**config.mk**
```make
export PLATFORM = sky130hd
export DESIGN_NAME = instr_mem_loader
export DESIGN_NICKNAME = d
export VERILOG_FILES = /design/src/rtl/instr_mem_loader.sv
export SDC_FILE = /design/constraint.sdc
export NUM_CORES = 1
export LEC_CHECK = 0
export CAP_MARGIN = 30
export CORE_ASPECT_RATIO = 1.5
export CORE_MARGIN = 2
export CORE_UTILIZATION = 50
export CTS_BUF_LIST = sky130_fd_sc_hd__clkbuf_4
export DETAILED_ROUTE_END_ITERATION = 8
export GPL_TIMING_DRIVEN = 0
export PLACE_DENSITY = 0.74
export RECOVER_POWER = 100
export SLEW_MARGIN = 40
export SYNTH_ARGS = -nofsm -noshare
export SYNTH_HDL_FRONTEND = slang
export SYNTH_SLANG_ARGS = --single-unit
```
**constraint.sdc**
```tcl
create_clock -name clk -period 2.45 [get_ports clk]
set_clock_uncertainty 0.1 [all_clocks]
set_input_delay 0.245 -clock clk [delete_from_list [all_inputs] [get_ports clk]]
set_output_delay 0.245 -clock clk [all_outputs]
set_load 0.01 [all_outputs]
```
**src/rtl/instr_mem_loader.sv**
```systemverilog
// Serial boot loader: frames a byte stream as LEN(16) + 4*N payload bytes + XOR checksum,
// writes little-endian words to instruction memory and releases the CPU only on a good frame.
module instr_mem_loader #(
  parameter int DEPTH  = 64,
  parameter int ADDR_W = 6
) (
  input  logic              clk,
  input  logic              reset_n,
  input  logic              start,
  input  logic [7:0]        rx_data,
  input  logic              rx_valid,
  output logic              rx_ready,
  output logic              mem_we,
  output logic [ADDR_W-1:0] mem_waddr,
  output logic [31:0]       mem_wdata,
  output logic              cpu_reset,
  output logic              busy,
  output logic              done,
  output logic              error,
  output logic [15:0]       words_loaded,
  output logic [2:0]        state_dbg
);

  // Handshake: a byte transfers on a rising edge where rx_valid && rx_ready; rx_ready is a
  // flop driven from the next state, so it never depends combinationally on rx_valid.

  typedef enum logic [2:0] {
    S_IDLE = 3'd0,
    S_LEN0 = 3'd1,
    S_LEN1 = 3'd2,
    S_DATA = 3'd3,
    S_CSUM = 3'd4,
    S_DONE = 3'd5,
    S_ERR  = 3'd6
  } state_t;

  localparam logic [15:0] DEPTH16 = 16'(DEPTH);

  state_t      state;
  state_t      next_state;
  logic [15:0] len;
  logic [7:0]  csum;
  logic [1:0]  byte_idx;
  logic [23:0] word_buf;
  logic        accept;
  logic        arm;
  logic [15:0] len_full;
  logic        last_word;

  assign accept    = rx_valid && rx_ready;
  assign arm       = start && (state inside {S_IDLE, S_DONE, S_ERR});
  assign len_full  = {rx_data, len[7:0]};
  assign last_word = (words_loaded + 16'd1) == len;
  assign state_dbg = state;

  always_ff @(posedge clk or negedge reset_n) begin
    if (!reset_n) state <= S_IDLE;
    else          state <= next_state;
  end

  always_comb begin
    next_state = state;
    case (state)
      S_IDLE, S_DONE, S_ERR: if (start) next_state = S_LEN0;
      S_LEN0: if (accept) next_state = S_LEN1;
      S_LEN1: begin
        if (accept) begin
          if (len_full > DEPTH16)     next_state = S_ERR;
          else if (len_full == 16'd0) next_state = S_CSUM;
          else                        next_state = S_DATA;
        end
      end
      S_DATA: if (accept && byte_idx == 2'd3 && last_word) next_state = S_CSUM;
      S_CSUM: if (accept) next_state = (rx_data == csum) ? S_DONE : S_ERR;
      default: next_state = S_IDLE;
    endcase
  end

  // Status flags are registered copies of the state being entered.
  always_ff @(posedge clk or negedge reset_n) begin
    if (!reset_n) begin
      rx_ready  <= 1'b0;
      busy      <= 1'b0;
      done      <= 1'b0;
      error     <= 1'b0;
      cpu_reset <= 1'b1;
    end else begin
      rx_ready  <= next_state inside {S_LEN0, S_LEN1, S_DATA, S_CSUM};
      busy      <= next_state inside {S_LEN0, S_LEN1, S_DATA, S_CSUM};
      done      <= next_state == S_DONE;
      error     <= next_state == S_ERR;
      cpu_reset <= next_state != S_DONE;
    end
  end

  always_ff @(posedge clk or negedge reset_n) begin
    if (!reset_n) begin
      len          <= '0;
      csum         <= '0;
      byte_idx     <= '0;
      word_buf     <= '0;
      mem_we       <= 1'b0;
      mem_waddr    <= '0;
      mem_wdata    <= '0;
      words_loaded <= '0;
    end else begin
      mem_we <= 1'b0;
      if (arm) begin
        len          <= '0;
        csum         <= '0;
        byte_idx     <= '0;
        mem_waddr    <= '0;
        words_loaded <= '0;
      end else if (accept) begin
        case (state)
          S_LEN0: begin
            len[7:0] <= rx_data;
            csum     <= csum ^ rx_data;
          end
          S_LEN1: begin
            len[15:8] <= rx_data;
            csum      <= csum ^ rx_data;
          end
          S_DATA: begin
            csum     <= csum ^ rx_data;
            byte_idx <= byte_idx + 2'd1;
            case (byte_idx)
              2'd0: word_buf[7:0]   <= rx_data;
              2'd1: word_buf[15:8]  <= rx_data;
              2'd2: word_buf[23:16] <= rx_data;
              default: begin
                // Write issues the cycle after the fourth byte; count moves on the same edge.
                mem_we       <= 1'b1;
                mem_wdata    <= {rx_data, word_buf};
                mem_waddr    <= words_loaded[ADDR_W-1:0];
                words_loaded <= words_loaded + 16'd1;
              end
            endcase
          end
          default: ;
        endcase
      end
    end
  end

endmodule

```
==> results of run 1 <==
==> per-stage QoR <==
step | worst slack, ps | cell area (µm²) | util [%] | total power [mW]
5_1_grt | -40.0 | 6460 | 61.7 | 5.83
4_1_cts | 53.6 | 6430 | 61.4 | 5.44
3_3_place_gp | -3080 | 6180 | 59.0 | 4.19
3_5_place_dp | -226 | 6220 | 59.4 | 4.30
2_1_floorplan | 364 | 5340 | - | 3.72
6_report | 93.7 | 6460 | 61.7 | 5.50
==> critical path, stage by stage, from the launching register on <==
cell and delay [ps]:
dfrtp_1 410, and2_1 140, clkbuf_1 340, nand2_1 200, nor2_2 540, a221oi_1 240, nand2_1 130, mux2i_1 190
==> state kept, by name (all words and copies together), names as in the netlist, 2 cells and up <==
register and cells:
state_dbg 3, byte_idx 2, words_loaded 16, word_buf 24
mem_waddr 6, mem_wdata 32, len 16, csum 8
==> per-layer routing <==
metal	GRT usage, %	up-vias	part of all wire (%)	routed length, µm
met1	28.3	2140	39	5040
li1	-	2016	-	-
met4	9.54	0	2.6	332
met3	5.09	21	4.0	511
met2	40.4	112	54	6940
met5	0	-	0	0
==> area by class of cell <==
class / instances / area (µm²)
clock buffer: 9 / 67.6
tap: 144 / 180
antenna: 1 / 2.50
buffer: 37 / 159
timing repair buffer: 69 / 696
fill: 899 / 4010
clock inverter: 7 / 115
sequential: 112 / 2810
inverter: 6 / 22.5
multi-input combinational: 401 / 2420
==> final timing paths <==
| path | startpoint | endpoint | slack, ps | cells past startpoint |
|---|---|---|---|---|
| max | busy | busy | 90 | 7 |
| max in group asynchronous | reset_n | len[0] | 360 | 3 |
| min | rx_data[1] | mem_wdata[25] | 90 | 3 |
| max reg2reg | busy | busy | 90 | 7 |
| min in group asynchronous | reset_n | words_loaded[11] | 650 | 2 |
| min reg2reg | word_buf[1] | mem_wdata[1] | 380 | 2 |
==> cell families (layout without fill, tap and decap cells) <==
logic type,after synthesis,count (layout),synth area share (%)
XOR/XNOR,44,44,7.21
AND/OR/NAND/NOR,246,246,20.8
AO/OA/AOI/OAI,71,71,7.82
other,0,1,0
flip-flops,112,112,52.5
buffers and inverters,43,128,3.35
adder cells (fa/ha/maj),6,6,1.40
multiplexers,34,34,6.95
==> Yosys cell counts (all sizes together), types with 3 or more instances <==
cell type | n | area, µm²
and2 | 3 | 18.8
nor4 | 7 | 43.8
xnor2 | 18 | 158
nand4 | 7 | 43.8
or3 | 8 | 50.1
nor3 | 5 | 41.3
a21oi | 32 | 160
inv | 6 | 22.5
nand3 | 11 | 60.1
nor2 | 41 | 156
clkbuf | 25 | 93.8
xor2 | 26 | 228
mux2i | 9 | 90.1
o21ai | 19 | 95.1
nand2b | 4 | 25.0
nand2 | 145 | 544
mux2 | 25 | 282
dfrtp | 111 | 2780
o211ai | 3 | 22.5
buf | 12 | 62.6
nor3b | 3 | 22.5
ha | 6 | 75.1
==> power groups by stage <==
| stage | combinational, mW | clock [mW] | sequential (mW) |
|---|---|---|---|
| 4_1_cts | 1.75 | 1.15 | 2.55 |
| 3_3_place_gp | 1.64 | 0 | 2.56 |
| 5_1_grt | 2.01 | 1.22 | 2.60 |
| 2_1_floorplan | 1.19 | 0 | 2.53 |
| 6_report | 1.81 | 1.13 | 2.55 |
| 3_5_place_dp | 1.71 | 0 | 2.58 |
==> timing repair <==
action / in CTS / in global routing
setup buffers: 0 / 1
hold endpoints to repair: 112 / 0
gates resized for setup: 4 / 11
pin swaps: 1 / 2
endpoints found under the setup margin: 8 / 23
hold buffers: 1 / 0
==> out/metrics.cfg, run 1 <==
[min_path]
hold_path.class = in -> reg

[layout]
drive_above_1_share_pct = 11.4
nets = 654
layout_commonest_cell = nand2_1
final_cells = 786
layout_common_cells = 145 x nand2_1, 109 x dfrtp_1, 49 x dlygate4sd3_1
syn2layout_area_growth_pct = 21.0

[routing]
drc = 0
vias = 4289
drt_pass1_iterations = 5
vias_per_cell = 5.46
wl_per_cell_um = 16.3
drt_iter0_markers = 313
drt_wl_total_mm = 12.8
ant_nets = 0

[clock_network]
cts_root_buffer = clkbuf_4
clock_sinks = 112
h-tree-depth = 3
cts_buffers = 9
cts_tree = built
clkLatencyLatePin_ps = 470
clockBufferDepth = 2
cts.clk_slew.worst_paths_ps = 170

[sta]
drv_slew = 34
period_needed_ps = 2360
hold_viol_final = 0
rsz0062_at_grt = yes
fmax_ghz = 0.424
fin_crit_sh_pct = 96.2
whs_ps = 85.8
tightest_slew_ps = 1530
setup_total_negative_slack_ps = 0
setup_viol = 0
slew_headroom_pct = -2.16

[critical_path]
critPathCaptureType = flop
criticalPathCategory = reg -> reg
critical_path.max_fanout = 9
crit_required_ps = 2750
arrival_ps = 2660
start_kind = flop

[die]
die-area_mm2 = 0.0115
die_h_um = 131
ios = 75
core_area_mm2 = 0.0105
start_util_pct = 51.0
num_rows = 46
die_w_um = 88.4

[pwr]
p_sw_mw = 1.95
internal-power_mw = 3.55
power.share.clock_pct = 20.6
pwr-share-seq_pct = 46.4
power_frac_comb_pct = 33.0
swShare_pct = 35.4
p_per_area_mw_per_mm2 = 851
vdd_drop_max_mv = 0.515
leakage_nw = 3.12

[placed_design]
dp_hpwl_mm = 9.10
globalplace.congestion = 0.874
port_buffers = 66
dp_cells = 767

[synthesis]
synth_area_per_cell_um2 = 9.61
synth-seq-cells = 112
synth_flop_cell = dfrtp_1
syn-num-nets = 574
async_flop_share_pct = 100
synthCells = 556
synth.cell_area_mm2 = 0.00534
synth_enable_flop_cells = 0
seq_area_frac_synth_pct = 52.5
ys.warnings.count = 0
ys_types = 54

[run_status]
violations = capacitance limit, slew limit
status = complete, but fails checks

[grt]
antenna_found_initial = 1
grt_pass1_vias = 4195
grt_overflow = 0
grt_pass1_wl_mm = 20.7
grt_max_degree = 80
track_usage_pct = 23.4

[flow_run]
drv_cap = 1

(Power assumes the default switching activity.)
==> run 2, diff against run 1 <==
- CAP_MARGIN: 30 -> unset
- CORE_UTILIZATION: 50 -> 40
- PLACE_DENSITY: 0.74 -> unset
==> out/metrics.cfg, run 2 (synthesis gave the netlist of run 1 again) <==
[run_status]
status = completed

[routing]
wl_met3_um = 424  ; -17%
drt_wl_total_mm = 13.0  ; +1.6%
ant_nets = 0  ; unchanged
route.met2.wl_mm = 7.06  ; +1.8%
drt_pass1_iterations = 4  ; -1
wl_per_cell_um = 16.3  ; about the same
drt_iter0_markers = 215  ; -31%
highest_layer = met4
wl_met1_mm = 5.27  ; +4.6%
vias = 4177  ; -2.6%
drc = 0  ; unchanged
vias_per_cell = 5.23  ; -4.2%

[sta]
fin_crit_sh_pct = 97.3  ; +1.1 points
setup_viol = 0  ; unchanged
period_needed_ps = 2380  ; +28.1 ps
hold_viol_final = 0  ; unchanged
slew_headroom_pct = 15.4  ; +18 points
drv_slew = 0  ; -100%
rsz0062_at_grt = yes
fmax_ghz = 0.419  ; -1.2%
setup_total_negative_slack_ps = 0  ; unchanged
tightest_slew_ps = 1270  ; -264 ps

[placed_design]
port_buffers = 66  ; unchanged
dp_cells = 782  ; +2.0%
dp_hpwl_mm = 9.40  ; +3.2%
globalplace.congestion = 0.862  ; -1.5%

[pwr]
p_per_area_mw_per_mm2 = 823  ; -3.2%
total_power_mw = 5.30  ; -3.6%
leakage_nw = 3.13  ; +0.44%
vdd_drop_max_mv = 0.412  ; -20%

[clock_network]
clock_sinks = 112  ; unchanged
cts_tree = built
clkLatencyLatePin_ps = 490  ; +20 ps
cts.clk_slew.worst_paths_ps = 160  ; about the same
cts_root_buffer = clkbuf_4
cts_buffers = 9  ; unchanged
clockBufferDepth = 2  ; unchanged
h-tree-depth = 3  ; unchanged

[critical_path]
worstRegToRegCells = 8  ; +1
cp_cell_sequence = ha_1 -> and4_1 -> a21oi_1 -> o31ai_1 -> o221ai_2 -> o41ai_2 -> clkbuf_2 -> nand2_1
reg2reg_to = state_dbg[1]
r2r-start = words_loaded[1]
start_kind = flop
cp_slowest_cell = dfrtp_1
arrival_ps = 2670  ; about the same
criticalPathCategory = reg -> reg
critical_path.max_fanout = 6  ; -3
crit_required_ps = 2730  ; -20 ps
critPathCaptureType = flop
cp_slowest_stage_delay_ps = 450  ; -90 ps
reg2reg_slack_ps = 70  ; -30 ps

[layout]
final_cells = 799  ; +1.7%
largest_reg_flops = 32  ; unchanged
syn2layout_area_growth_pct = 20.4
nets = 654  ; unchanged
drive_above_1_share_pct = 11.0  ; -0.43 points
layout_commonest_cell = nand2_1
layout_common_cells = 145 x nand2_1, 110 x dfrtp_1, 61 x dlygate4sd3_1
largestRegisters = mem_wdata: 32 flops, word_buf: 24 flops
regMostFlops = mem_wdata

[die]
die-area_mm2 = 0.0143  ; +24%
num_rows = 51  ; +11%
start_util_pct = 41.1  ; -10 points
die_w_um = 98.4  ; +11%
core_area_mm2 = 0.0130  ; +24%
die_h_um = 146  ; +11%
ios = 75  ; unchanged

[grt]
grt_pass1_wl_mm = 21.7  ; +4.9%
grt_pass1_vias = 4237  ; +1.0%
track_usage_pct = 19.0  ; -4.5 points
grt_max_degree = 65  ; -19%
antenna_found_initial = 1  ; unchanged
grt_overflow = 0  ; unchanged

[min_path]
hold_path.class = in -> reg
hp-start = rx_data[0]
min_to = mem_wdata[24]
hold_depth = 3  ; unchanged

[flow_run]
drv_cap = 0  ; -1

-- run 2: area by class of cell --
type,instances,area [µm²]
multi-input cells,401,2400
plain buffers,37,160
well taps,159,199
clock buffers,9,67.6
inverters,6,22.5
flip-flops and latches,112,2810
diodes,1,2.50
clock inverters,5,81.3
fillers,1291,6580
repair buffers,69,698
-- run 2: where the power goes --
part	internal (mW)	switching [mW]
clock network	0.408	0.605
logic	0.777	0.964
registers	2.24	0.305
total	3.43	1.87
-- run 2: per-stage QoR --
step	hold WS, ps	instance area (µm²)	utilization (%)	worst slack [ps]
after floorplan	-151	5340	-	364
after global placement	346	6200	47.7	-3230
after detailed placement	82.4	6240	47.9	-445
after CTS	75.2	6410	49.2	-18.7
after global routing	97.7	6440	49.4	-51.5
final	82.0	6440	49.4	65.6
-- run 2: layer usage --
layer,GRT usage [%],up-vias
li1,-,2010
met1,22.8,2066
met2,33.8,80
met3,3.31,21
met4,6.58,0
met5,0,-
-- run 2: worst max-delay path, delay by kind of cell, from the launching register on --
family          cells  cell delay [ps]
fa+ha+maj           1              290
simple gates        2              350
flops               1              450
buf+inv             1              200
compound gates      4              900
-- run 2: repair_timing --
action,4_1_cts,5_1_grt
setup buffers,0,1
setup endpoints to repair,18,32
hold endpoints to repair,112,0
hold buffers,1,0
pin swaps,1,1
resized for setup,4,9
-- run 2: worst max path at each step --
| stage | startpoint | to |
|---|---|---|
| after floorplan | words_loaded[0] | state_dbg[1] |
| after global placement | reset_n | mem_wdata[23] |
| after detailed placement | words_loaded[0] | state_dbg[1] |
| after CTS | words_loaded[9] | state_dbg[1] |
| after global routing | busy | busy |
| final | words_loaded[1] | state_dbg[1] |
==> run 3, diff against run 2 <==
- CORE_MARGIN: 2 -> 1.5
==> out/metrics.cfg, run 3 (synthesis gave the netlist of run 1 again) <==
[routing]
vias_per_cell = 5.23  ; about the same
drc = 0  ; unchanged
wl_per_cell_um = 16.2  ; -0.76%
vias = 4191  ; +0.34%
drt_wl_total_mm = 13.0  ; -0.51%
drt_pass1_iterations = 4  ; unchanged
drt_iter0_markers = 215  ; unchanged
ant_nets = 0  ; unchanged

[pwr]
p_per_area_mw_per_mm2 = 826  ; +0.30%
p_sw_mw = 1.97  ; +5.1%
pwr-share-seq_pct = 47.7  ; -0.3 points
vdd_drop_max_mv = 0.334  ; -19%
leakage_nw = 3.14  ; +0.23%
power.share.clock_pct = 18.7  ; -0.4 points
internal-power_mw = 3.36  ; -1.8%
swShare_pct = 36.9  ; +1.6 points
power_frac_comb_pct = 33.6  ; +0.8 points

[clock_network]
cts_root_buffer = clkbuf_4
h-tree-depth = 3  ; unchanged
cts_buffers = 9  ; unchanged
cts.clk_slew.worst_paths_ps = 180  ; +20 ps
clkLatencyLatePin_ps = 500  ; about the same
clockBufferDepth = 2  ; unchanged
cts_tree = built
clock_sinks = 112  ; unchanged

[grt]
grt_max_degree = 66  ; +1.5%
grt_overflow = 0  ; unchanged
antenna_found_initial = 1  ; unchanged
track_usage_pct = 19.3  ; +0.33 points
grt_pass1_wl_mm = 21.3  ; -2.0%
grt_pass1_vias = 4180  ; -1.3%

[critical_path]
critPathCaptureType = flop
arrival_ps = 2620  ; -50 ps
cp_top_family = simple AND/OR/NAND/NOR gates
cp_slowest_stage_delay_ps = 470  ; +20 ps
start_kind = flop
cp_slowest_cell = dfrtp_1
critical_path.max_fanout = 6  ; unchanged
path_buf_inv = 1  ; unchanged
crit_required_ps = 2750  ; +20 ps
cp_cell_sequence = ha_1 -> nand4_1 -> nor2_2 -> and2_1 -> o221ai_2 -> o41ai_2 -> buf_4 -> nand2_1
criticalPathCategory = reg -> reg

[sta]
setup_viol = 0  ; unchanged
drv_slew = 0  ; unchanged
rsz0062_at_grt = no
period_needed_ps = 2320  ; -60.7 ps
fmax_ghz = 0.430  ; +2.6%
fin_ws_ps = 126  ; +60.7 ps
whs_ps = 91.3  ; +9.34 ps
hold_viol_final = 0  ; unchanged
tightest_slew_ps = 1250  ; -21.5 ps
fin_crit_sh_pct = 94.8  ; -2.5 points
slew_headroom_pct = 16.9  ; +1.4 points

[layout]
largestRegisters = mem_wdata: 32 flops, word_buf: 24 flops
layout_common_cells = 145 x nand2_1, 110 x dfrtp_1, 62 x dlygate4sd3_1
layout.area.seq_mm2 = 0.00281  ; unchanged
final_util_pct = 49.6  ; +0.17 points
nets = 654  ; unchanged
syn2layout_area_growth_pct = 20.9
regMostFlops = mem_wdata
layout_commonest_cell = nand2_1
nFillCells = 1279  ; -0.93%
largest_reg_flops = 32  ; unchanged
multi_input_area_mm2 = 0.00241  ; +0.63%
drive_above_1_share_pct = 11.7  ; +0.75 points

[run_status]
status = completed

[placed_design]
place_ws_ps = -422  ; +23.0 ps
globalplace.congestion = 0.868  ; +0.75%
port_buffers = 66  ; unchanged
dp_hpwl_mm = 9.25  ; -1.6%

[min_path]
hold_path.class = in -> reg

[flow_run]
drv_cap = 0  ; unchanged

[die]
start_util_pct = 41.1  ; unchanged
ios = 75  ; unchanged
die_w_um = 97.4  ; -1.0%
core_area_mm2 = 0.0130  ; unchanged
num_rows = 51  ; unchanged
die-area_mm2 = 0.0141  ; -1.7%
die_h_um = 145  ; -0.69%

==> run 3: worst reg2reg max path: stages, from the launching register on <==
cell      delay, ps
dfrtp_1         470
ha_1            290
nand4_1         240
nor2_2          280
and2_1          180
o221ai_2        140
o41ai_2         290
buf_4           180
nand2_1          60
==> run 3: power groups by stage <==
| stage | logic, mW | registers (mW) | clock network [mW] |
|---|---|---|---|
| after global placement | 1.66 | 2.57 | 0 |
| after floorplan | 1.19 | 2.53 | 0 |
| after detailed placement | 1.72 | 2.58 | 0 |
| after global routing | 2.00 | 2.60 | 1.10 |
| after CTS | 1.77 | 2.54 | 1.03 |
| final | 1.79 | 2.54 | 0.999 |
==> run 3: cell type report <==
class / instances / share of cell area [%]
inverters: 6 / 0.349
clock buffers: 9 / 1.05
well taps: 159 / 3.08
repair buffers: 69 / 10.8
diodes: 1 / 0.0387
multi-input cells: 401 / 37.4
clock inverters: 7 / 1.32
flip-flops and latches: 112 / 43.4
plain buffers: 37 / 2.50
==> run 3: worst paths after layout <==
check	startpoint	endpoint	slack, ps	depth (start not counted)
min in group asynchronous	reset_n	mem_wdata[9]	430	2
max	words_loaded[1]	state_dbg[1]	130	8
min reg2reg	word_buf[16]	mem_wdata[16]	390	2
max reg2reg	words_loaded[1]	state_dbg[1]	130	8
max in group asynchronous	reset_n	word_buf[20]	900	3
min	rx_data[0]	len[0]	90	3
==> run 3: stage by stage <==
stage	total power [mW]	area (µm²)	instances	setup TNS, ps
after floorplan	3.72	5340	556	0
after global placement	4.24	6200	781	-366500
after detailed placement	4.30	6240	782	-6810
after CTS	5.34	6420	800	0
after global routing	5.70	6460	801	0
final	5.33	6460	801	0
==> run 3: routing by layer <==
metal	share of wire [%]	vias up	global-route usage, %
met5	0	-	0
met3	2.8	21	2.75
met1	40	2077	22.4
li1	-	2019	-
met2	54	74	35.5
met4	2.6	0	8.20
==> run 3: timing repair <==
action,4_1_cts,5_1_grt
resized for setup,5,13
pin swaps,1,0
endpoints found under the setup margin,13,33
hold buffers,1,0
hold endpoints to repair,112,0
setup buffers,1,0
